--- src/rtl/pipe_stage_skid_pkg.sv ---
// Shared definitions for pipeline stage registers: slot operation encoding
// and the EX/MEM bundle layout used to build that boundary's bubble value.
package pipe_stage_skid_pkg;

  typedef enum logic [1:0] {
    SLOT_HOLD  = 2'd0,
    SLOT_LOAD  = 2'd1,
    SLOT_CLEAR = 2'd2
  } slot_op_t;

  localparam logic [3:0] REG_INVALID = 4'hF;

  // EX/MEM bundle, LSB first: rwe2, memdata16, wreg4, data16, pc16, instr16
  localparam int EXMEM_W     = 70;
  localparam int RWE_LSB     = 0;
  localparam int RWE_W       = 2;
  localparam int MEMDATA_LSB = 2;
  localparam int MEMDATA_W   = 16;
  localparam int WREG_LSB    = 18;
  localparam int WREG_W      = 4;
  localparam int DATA_LSB    = 22;
  localparam int DATAF_W     = 16;
  localparam int PC_LSB      = 38;
  localparam int PC_W        = 16;
  localparam int INSTR_LSB   = 54;
  localparam int INSTR_W     = 16;

  // Bubble for the EX/MEM boundary: everything zero except wreg, which is
  // marked invalid so a bubble never writes the register file.
  localparam logic [EXMEM_W-1:0] BUBBLE_EXMEM = {48'h0, REG_INVALID, 18'h0};

  function automatic logic [WREG_W-1:0] exmem_wreg(input logic [EXMEM_W-1:0] b);
    return b[WREG_LSB +: WREG_W];
  endfunction

endpackage

--- src/rtl/pipe_stage_slot.sv ---
// One pipeline slot: payload register plus valid bit. Clear wins over load;
// an empty slot always holds the bubble value, never stale contents.
module pipe_stage_slot
  import pipe_stage_skid_pkg::*;
#(
  parameter int                 DATA_W = 70,
  parameter logic [DATA_W-1:0]  BUBBLE = '0
) (
  input  logic              clk,
  input  logic              rst,
  input  logic              load,
  input  logic              clear,
  input  logic [DATA_W-1:0] din,
  output logic              valid,
  output logic [DATA_W-1:0] data
);

  // Slot state: async reset to empty/bubble, then clear > load > hold.
  always_ff @(posedge clk or posedge rst) begin
    if (rst) begin
      valid <= 1'b0;
      data  <= BUBBLE;
    end else if (clear) begin
      valid <= 1'b0;
      data  <= BUBBLE;
    end else if (load) begin
      valid <= 1'b1;
      data  <= din;
    end
  end

endmodule

--- src/rtl/pipe_stage_skid.sv ---
// Pipeline boundary register with valid/ready handshake, synchronous flush
// and a bubble value. SKID=0 is a single slot with combinational ready;
// SKID=1 adds a skid slot so upstream ready is a pure register output.
module pipe_stage_skid
  import pipe_stage_skid_pkg::*;
#(
  parameter int                DATA_W = 70,
  parameter logic [DATA_W-1:0] BUBBLE = {DATA_W{1'b0}},
  parameter int                SKID   = 0
) (
  input  logic              psi_clk,
  input  logic              psi_rst,
  input  logic              psi_flush,
  input  logic              psi_valid,
  input  logic [DATA_W-1:0] psi_data,
  output logic              pso_ready_up,
  output logic              pso_valid,
  output logic [DATA_W-1:0] pso_data,
  input  logic              psi_ready_dn,
  output logic [1:0]        pso_count
);

  logic              push;
  logic              pop;
  logic              m_valid;
  logic [DATA_W-1:0] m_data;

  assign push = psi_valid & pso_ready_up;
  assign pop  = m_valid & psi_ready_dn;

  generate
    if (SKID != 0) begin : g_skid
      logic              s_valid;
      logic [DATA_W-1:0] s_data;
      logic [DATA_W-1:0] m_din;
      slot_op_t          m_op;
      slot_op_t          s_op;

      // Slot sequencing: flush kills both; a popping main refills from skid
      // first so ordering stays FIFO; a push lands in main if it frees up,
      // otherwise in skid.
      always_comb begin
        m_op = SLOT_HOLD;
        s_op = SLOT_HOLD;
        if (psi_flush) begin
          m_op = SLOT_CLEAR;
          s_op = SLOT_CLEAR;
        end else if (pop && s_valid) begin
          m_op = SLOT_LOAD;
          s_op = SLOT_CLEAR;
        end else if (push && (!m_valid || pop)) begin
          m_op = SLOT_LOAD;
        end else if (push) begin
          s_op = SLOT_LOAD;
        end else if (pop) begin
          m_op = SLOT_CLEAR;
        end
      end

      assign m_din        = s_valid ? s_data : psi_data;
      assign pso_ready_up = ~s_valid;
      assign pso_count    = {1'b0, m_valid} + {1'b0, s_valid};

      // ---- main (output) slot ----
      pipe_stage_slot #(.DATA_W(DATA_W), .BUBBLE(BUBBLE)) u_main (
        .clk   (psi_clk),
        .rst   (psi_rst),
        .load  (m_op == SLOT_LOAD),
        .clear (m_op == SLOT_CLEAR),
        .din   (m_din),
        .valid (m_valid),
        .data  (m_data)
      );

      // ---- skid slot ----
      pipe_stage_slot #(.DATA_W(DATA_W), .BUBBLE(BUBBLE)) u_skid (
        .clk   (psi_clk),
        .rst   (psi_rst),
        .load  (s_op == SLOT_LOAD),
        .clear (s_op == SLOT_CLEAR),
        .din   (psi_data),
        .valid (s_valid),
        .data  (s_data)
      );
    end else begin : g_single
      slot_op_t m_op;

      // Single slot: flush > push (refill, may overlap a pop) > pop > hold.
      always_comb begin
        m_op = SLOT_HOLD;
        if (psi_flush)  m_op = SLOT_CLEAR;
        else if (push)  m_op = SLOT_LOAD;
        else if (pop)   m_op = SLOT_CLEAR;
      end

      assign pso_ready_up = ~m_valid | psi_ready_dn;
      assign pso_count    = {1'b0, m_valid};

      // ---- main (output) slot ----
      pipe_stage_slot #(.DATA_W(DATA_W), .BUBBLE(BUBBLE)) u_main (
        .clk   (psi_clk),
        .rst   (psi_rst),
        .load  (m_op == SLOT_LOAD),
        .clear (m_op == SLOT_CLEAR),
        .din   (psi_data),
        .valid (m_valid),
        .data  (m_data)
      );
    end
  endgenerate

  assign pso_valid = m_valid;
  assign pso_data  = m_valid ? m_data : BUBBLE;

endmodule

--- config.mk ---
export PLATFORM = sky130hd
export DESIGN_NAME = pipe_stage_skid
export DESIGN_NICKNAME = d
export VERILOG_FILES = /design/src/rtl/pipe_stage_skid_pkg.sv /design/src/rtl/pipe_stage_slot.sv /design/src/rtl/pipe_stage_skid.sv
export SDC_FILE = /design/constraint.sdc
export NUM_CORES = 1
export LEC_CHECK = 0
export CAP_MARGIN = 15
export CORE_UTILIZATION = 40
export DETAILED_ROUTE_END_ITERATION = 8
export PLACE_DENSITY = 0.76
export SLEW_MARGIN = 20
export SYNTH_ARGS = -nofsm -noshare
export SYNTH_HDL_FRONTEND = slang
export SYNTH_SLANG_ARGS = --single-unit
--- constraint.sdc ---
create_clock -name psi_clk -period 3.2 [get_ports psi_clk]
set_input_delay 0.96 -clock psi_clk [delete_from_list [all_inputs] [get_ports psi_clk]]
set_output_delay 0.96 -clock psi_clk [all_outputs]
set_load 0.1 [all_outputs]
Word level (Yosys, flattened, before mapping)
Index checks and enable logic that the tools add are counted.
{"block": "op_classes", "n_eq_ne": 2, "mux": 8, "bitwise_logic": 4, "reduce_logical": 1}
{"cell": "$mux W70", "n": 3}
{"cell": "$mux W2", "n": 3}
{"cell": "$and A1 B1 Y1", "n": 2}
{"cell": "$eq A2 B1 Y1 const B", "n": 1}
{"cell": "$eq A2 B2 Y1 const B", "n": 1}
{"cell": "$mux W1", "n": 2}
{"cell": "$reduce_bool A2 Y1", "n": 1}
{"cell": "$not A1 Y1", "n": 1}
{"cell": "$or A1 B1 Y1", "n": 1}
{"block": "totals", "ff_bits": 71, "in_bits": 75, "output_inout_bits": 74, "wordCells": 17}

Longest topological paths before layout
Gate-level depths: netlist (run 1).
{"block": "logic_depth", "word_depth": 8, "ltp_mapped": 9, "mapped_depth_nobuf": 5}

Hierarchy
A second synthesis (run 1) with hierarchy kept.
{"block": "hier_totals", "cells_unflattened": 314, "hier_area_um2": 3418.3}
{"mod": "pipe_stage_slot", "n_inst": 1, "cells_each": 230, "area_per_inst_um2": 2900.3, "seq_area_each_um2": 1776.7}
{"mod": "pipe_stage_skid", "n_inst": 1, "cells_each": 84, "area_per_inst_um2": 518.0, "seq_area_each_um2": 0.0}

Worst setup path after synthesis (run 1)
Ideal clock, no wire load.
{"block": "synth_timing", "path_kind": "register to output", "startpoint": "register g_single.u_main.valid", "endpoint": "output pso_data[0]", "arrival_time_ns": 2.220, "required_time_ns": 2.240, "slack_ns": 0.020, "path_stages_with_launch": 4, "path_buffers": 2, "cell_sequence": "dfrtp_1 -> buf_2 -> clkbuf_1 -> and2_1"}
{"block": "synth_between", "elab_chain_cells": 1}
{"item": "start, declared", "line": "pipe_stage_slot.sv:14", "rtl": "output logic valid,"}
{"item": "start signal, assigned", "line": "pipe_stage_slot.sv:21", "rtl": "valid <= 1'b0;"}
{"item": "start signal, assigned", "line": "pipe_stage_slot.sv:24", "rtl": "valid <= 1'b0;"}
{"item": "start signal, assigned", "line": "pipe_stage_slot.sv:27", "rtl": "valid <= 1'b1;"}
{"item": "$mux W70", "line": "pipe_stage_skid.sv:113", "rtl": "assign pso_data = m_valid ? m_data : BUBBLE;"}
{"item": "end, declared", "line": "pipe_stage_skid.sv:18", "rtl": "output logic [DATA_W-1:0] pso_data,"}
Every way passes these cells.

Final worst setup path (run 1)
{"block": "layout_timing", "startpoint": "input psi_ready_dn", "endpoint": "register g_single.u_main.data[2]"}
{"block": "layout_between", "elab_chain_cells": 6, "elab_cells_between_ends": 10, "classes_between": "2 x eq/ne; 4 x mux; 3 x bitwise; 1 x reduce/logical"}
{"item": "start, declared", "line": "pipe_stage_skid.sv:19", "rtl": "input logic psi_ready_dn,"}
{"item": "$or A1 B1 Y1 / $and A1 B1 Y1 (equally long branches)", "line": "pipe_stage_skid.sv:96, pipe_stage_skid.sv:29"}
{"item": "$and A1 B1 Y1 / $mux W2 (equally long branches)", "line": "pipe_stage_skid.sv:28, pipe_stage_skid.sv:93"}
{"item": "$mux W2 *", "line": "pipe_stage_skid.sv:92", "rtl": "else if (push) m_op = SLOT_LOAD;"}
{"item": "$mux W2 *", "line": "pipe_stage_skid.sv:91", "rtl": "if (psi_flush) m_op = SLOT_CLEAR;"}
{"item": "$eq A2 B2 Y1 / $eq A2 B1 Y1 (equally long branches)", "line": "pipe_stage_skid.sv:104, pipe_stage_skid.sv:103"}
{"item": "$mux W70 / $reduce_bool A2 Y1 (equally long branches)"}
{"item": "end signal, assigned", "line": "pipe_stage_slot.sv:28", "rtl": "data <= din;"}
{"item": "end, declared", "line": "pipe_stage_slot.sv:15", "rtl": "output logic [DATA_W-1:0] data"}
Mark *: on every way between the ends. The rest lies on a longest branch, timed or not.
A chain may end at the register's enable or synchronous reset.

==> results of run 1 <==
==> metrics by stage <==
stage / util / cells
floorplan: - / 249
global placement: 0.7221 / 478
detailed placement: 0.7221 / 478
CTS: 0.7544 / 494
global route: 0.7544 / 494
finish: 0.7544 / 494
==> layer usage <==
metal / vias to the layer above / global-route usage / share of wire / wire, um
met5: - / 0 / 0 / 0
li1: 1155 / - / - / -
met1: 1190 / 0.2540 / 0.39 / 3170
met2: 97 / 0.3636 / 0.51 / 4111
met3: 13 / 0.06371 / 0.079 / 641
met4: 0 / 0.08369 / 0.019 / 151
==> layout make-up <==
type | instances | share of cell area
timing repair buffer | 155 | 0.4068
tap | 99 | 0.02240
sequential | 71 | 0.3215
clock inverter | 6 | 0.01968
clock buffer | 10 | 0.02308
inverter | 2 | 0.001357
multi-input combinational | 151 | 0.2052
==> registers in the layout, summed over array words and instances (netlist names) <==
name	count
g_single.u_main.data	70
g_single.u_main.valid	1
==> logic make-up after synthesis <==
kind of cell | Yosys count
DFF | 71
muxes | 1
other | 1
buffers and inverters | 27
and+or+nand+nor | 76
AOI/OAI and AO/OA | 71
adders and majority gates | 2
==> path summary, 6_finish.rpt <==
path,end,cells after the start,from
max in group asynchronous,g_single.u_main.valid,3,psi_rst
min in group asynchronous,g_single.u_main.data[31],3,psi_rst
setup reg to reg,g_single.u_main.data[2],6,g_single.u_main.valid
hold reg to reg,g_single.u_main.data[64],2,g_single.u_main.data[64]
hold / removal,g_single.u_main.data[64],2,g_single.u_main.data[64]
setup / recovery,g_single.u_main.data[2],7,psi_ready_dn
==> critical path: cells and delay by family <==
family,cells,cell delay (ns)
buffers and inverters,2,0.82
AND/OR/NAND/NOR,2,0.74
AO/OA/AOI/OAI,2,0.35
adder cells (fa/ha/maj),1,0.33
==> power breakdown <==
| group | internal, mW | switching, mW |
|---|---|---|
| Sequential | 1.07 | 0.101 |
| Combinational | 0.878 | 1.57 |
| Clock | 0.517 | 0.317 |
| Total | 2.46 | 1.99 |
==> layout by cell type (no fill, tap or decap) <==
cell type,netlist,layout
nand2_1,2,2
bufinv_16,0,3
ha_1,2,1
conb_1,1,1
buf_12,0,72
inv_1,2,1
clkdlybuf4s50_1,0,74
clkbuf_8,0,9
buf_4,2,9
a22o_1,69,69
o21ai_0,1,1
nor2_4,1,1
mux2i_1,1,1
nand3b_1,1,1
o21bai_1,1,1
clkinv_4,0,1
ha_2,0,1
clkbuf_1,11,1
clkinv_2,0,2
dfrtp_1,71,70
and2_1,70,70
dfrtp_2,0,1
nand2b_1,2,2
inv_2,0,1
==> impl_metrics.py, run 1 <==
metrics = {
    "outcome": {
        "status": "finished, final reports clean",
    },
    "final_layout": {
        "seqCellArea_mm2": 0.001778,
        "insertedDiodeCount": 0,
        "area_growth_pct": 81.22,
        "fill_cells": 467,
        "multi_input_area_mm2": 0.001135,
        "final_cell_area_mm2": 0.005530,
        "layout-drive-gt1-share": 0.2532,
        "final_nets": 467,
    },
    "synthesis": {
        "synth_compound_area_frac": 0.2021,
        "netlist_top_cells_count": "71 x dfrtp_1, 70 x and2_1, 69 x a22o_1",
        "syn_area_mm2": 0.003052,
        "synthFlopType": "dfrtp_1",
        "synth_area_leaders": "dfrtp_1 58%, a22o_1 20%, and2_1 14%",
        "ys_ff_latch": 71,
        "synth_warnings": 0,
        "synthAdderAreaFrac": 0.008200,
        "yosysTopAreaCell": "dfrtp_1",
        "synthArstFlopShare": 1.000,
        "seq_area_frac_synth": 0.5822,
        "synthMuxAreaShare": 0.003280,
        "synthCells": 249,
        "ys_types": 17,
        "synth_top_family_by_area": "compound AO/OA/AOI/OAI gates",
        "synth_simple_gate_area_frac": 0.1562,
        "yosysMostFrequentCell": "dfrtp_1",
        "synth_top_area_share": 0.5822,
        "avgSynthCellArea_um2": 12.26,
        "synthXorXnorAreaFrac": 0,
        "synth_nets": 326,
        "synth_edf_count": 0,
    },
    "worst_setup_path": {
        "cpMaxStageDelayCell": "nor2_4",
        "crit_arrival_ns": 3.22,
        "cp_max_fo": 40,
        "ff2ff_setup_slack_ns": 0.77,
        "endpoint_kind": "register",
        "worstSetupPathType": "primary input to register",
        "cp.required_ns": 3.47,
        "max_stage_delay_ns": 0.69,
        "crit_path_cell_trace": "clkdlybuf4s50_1 > nand2_1 > o21bai_1 > ha_2 > nor2_4 > buf_4 > a22o_1",
        "critPathLaunchType": "primary input",
    },
    "place": {
        "place.gp.congestion": 0.7251,
        "io_buffers": 147,
        "place_hpwl_um": 5861,
        "dpl_cell_area_mm2": 0.005294,
        "dp_slack_ns": -0.1666,
    },
    "timing": {
        "rsz0062_at_grt": "false",
        "period_share": 0.9237,
        "tightest_slew_ns": 0.8765,
        "finalClockSkew_ns": 0.009238,
        "setup_viol": 0,
        "whs_ns": 0.4853,
        "tns_ns": 0,
        "timing.final.ws_setup_ns": 0.2440,
        "relSlewSlack": 0.4143,
        "max_freq_ghz": 0.3383,
        "drv_slew": 0,
        "finalHoldViolCount": 0,
        "finalCriticalPeriod_ns": 2.956,
    },
    "floorplanning": {
        "die_area_mm2": 0.007983,
        "start_util": 0.4163,
        "ios": 149,
        "fp.dieH_um": 89.35,
        "fp.dieW_um": 89.35,
        "core_area_mm2": 0.007331,
        "rows": 31,
    },
    "drt": {
        "wl_um": 8075,
        "drt_iter0_drc": 63,
        "avgViaCountPerCell": 4.970,
        "drc": 0,
        "vias": 2455,
        "wire_per_inst_um": 16.35,
        "first_pass_iters": 4,
        "antenna_left": 0,
    },
    "run": {
        "drv_cap": 0,
    },
    "power": {
        "power_density_mw_per_mm2": 804.0,
        "p_leak_nw": 2.494,
        "finalPower_mw": 4.446,
        "vdd_ir_drop_max_mv": 0.5590,
    },
    "clock_tree": {
        "cts_made_buffers": 9,
        "cts_resized": 0,
        "clock_sinks": 71,
        "tritoncts": "yes",
        "root_buffer": "clkbuf_8",
        "clk_pin_slew_worst_paths_ns": 0.07,
        "postCtsHoldBufs": 0,
        "htree_levels": 3,
        "clock_latency_ns": 0.34,
        "clockBufferDepth": 2,
        "postCtsSetupBuffers": 0,
    },
    "worst_hold_path": {
        "hp-class": "register to register",
    },
    "global_route": {
        "grt.overflow.total": 0,
        "antenna_found_initial": 0,
        "grt_start_max_net_pins": 73,
        "grt_pass1_vias": 2623,
        "grt_pass1_wl_um": 12680,
        "grtUsageTotal": 0.2133,
    },
}
No activity file was read; power rests on OpenSTA's default activity.
==> run 2: changes to the inputs <==
SLEW_MARGIN = not set   (was 20)
==> results of run 2 <==
Same layout as run 1: the final DEF is identical, and so are final timing and power.
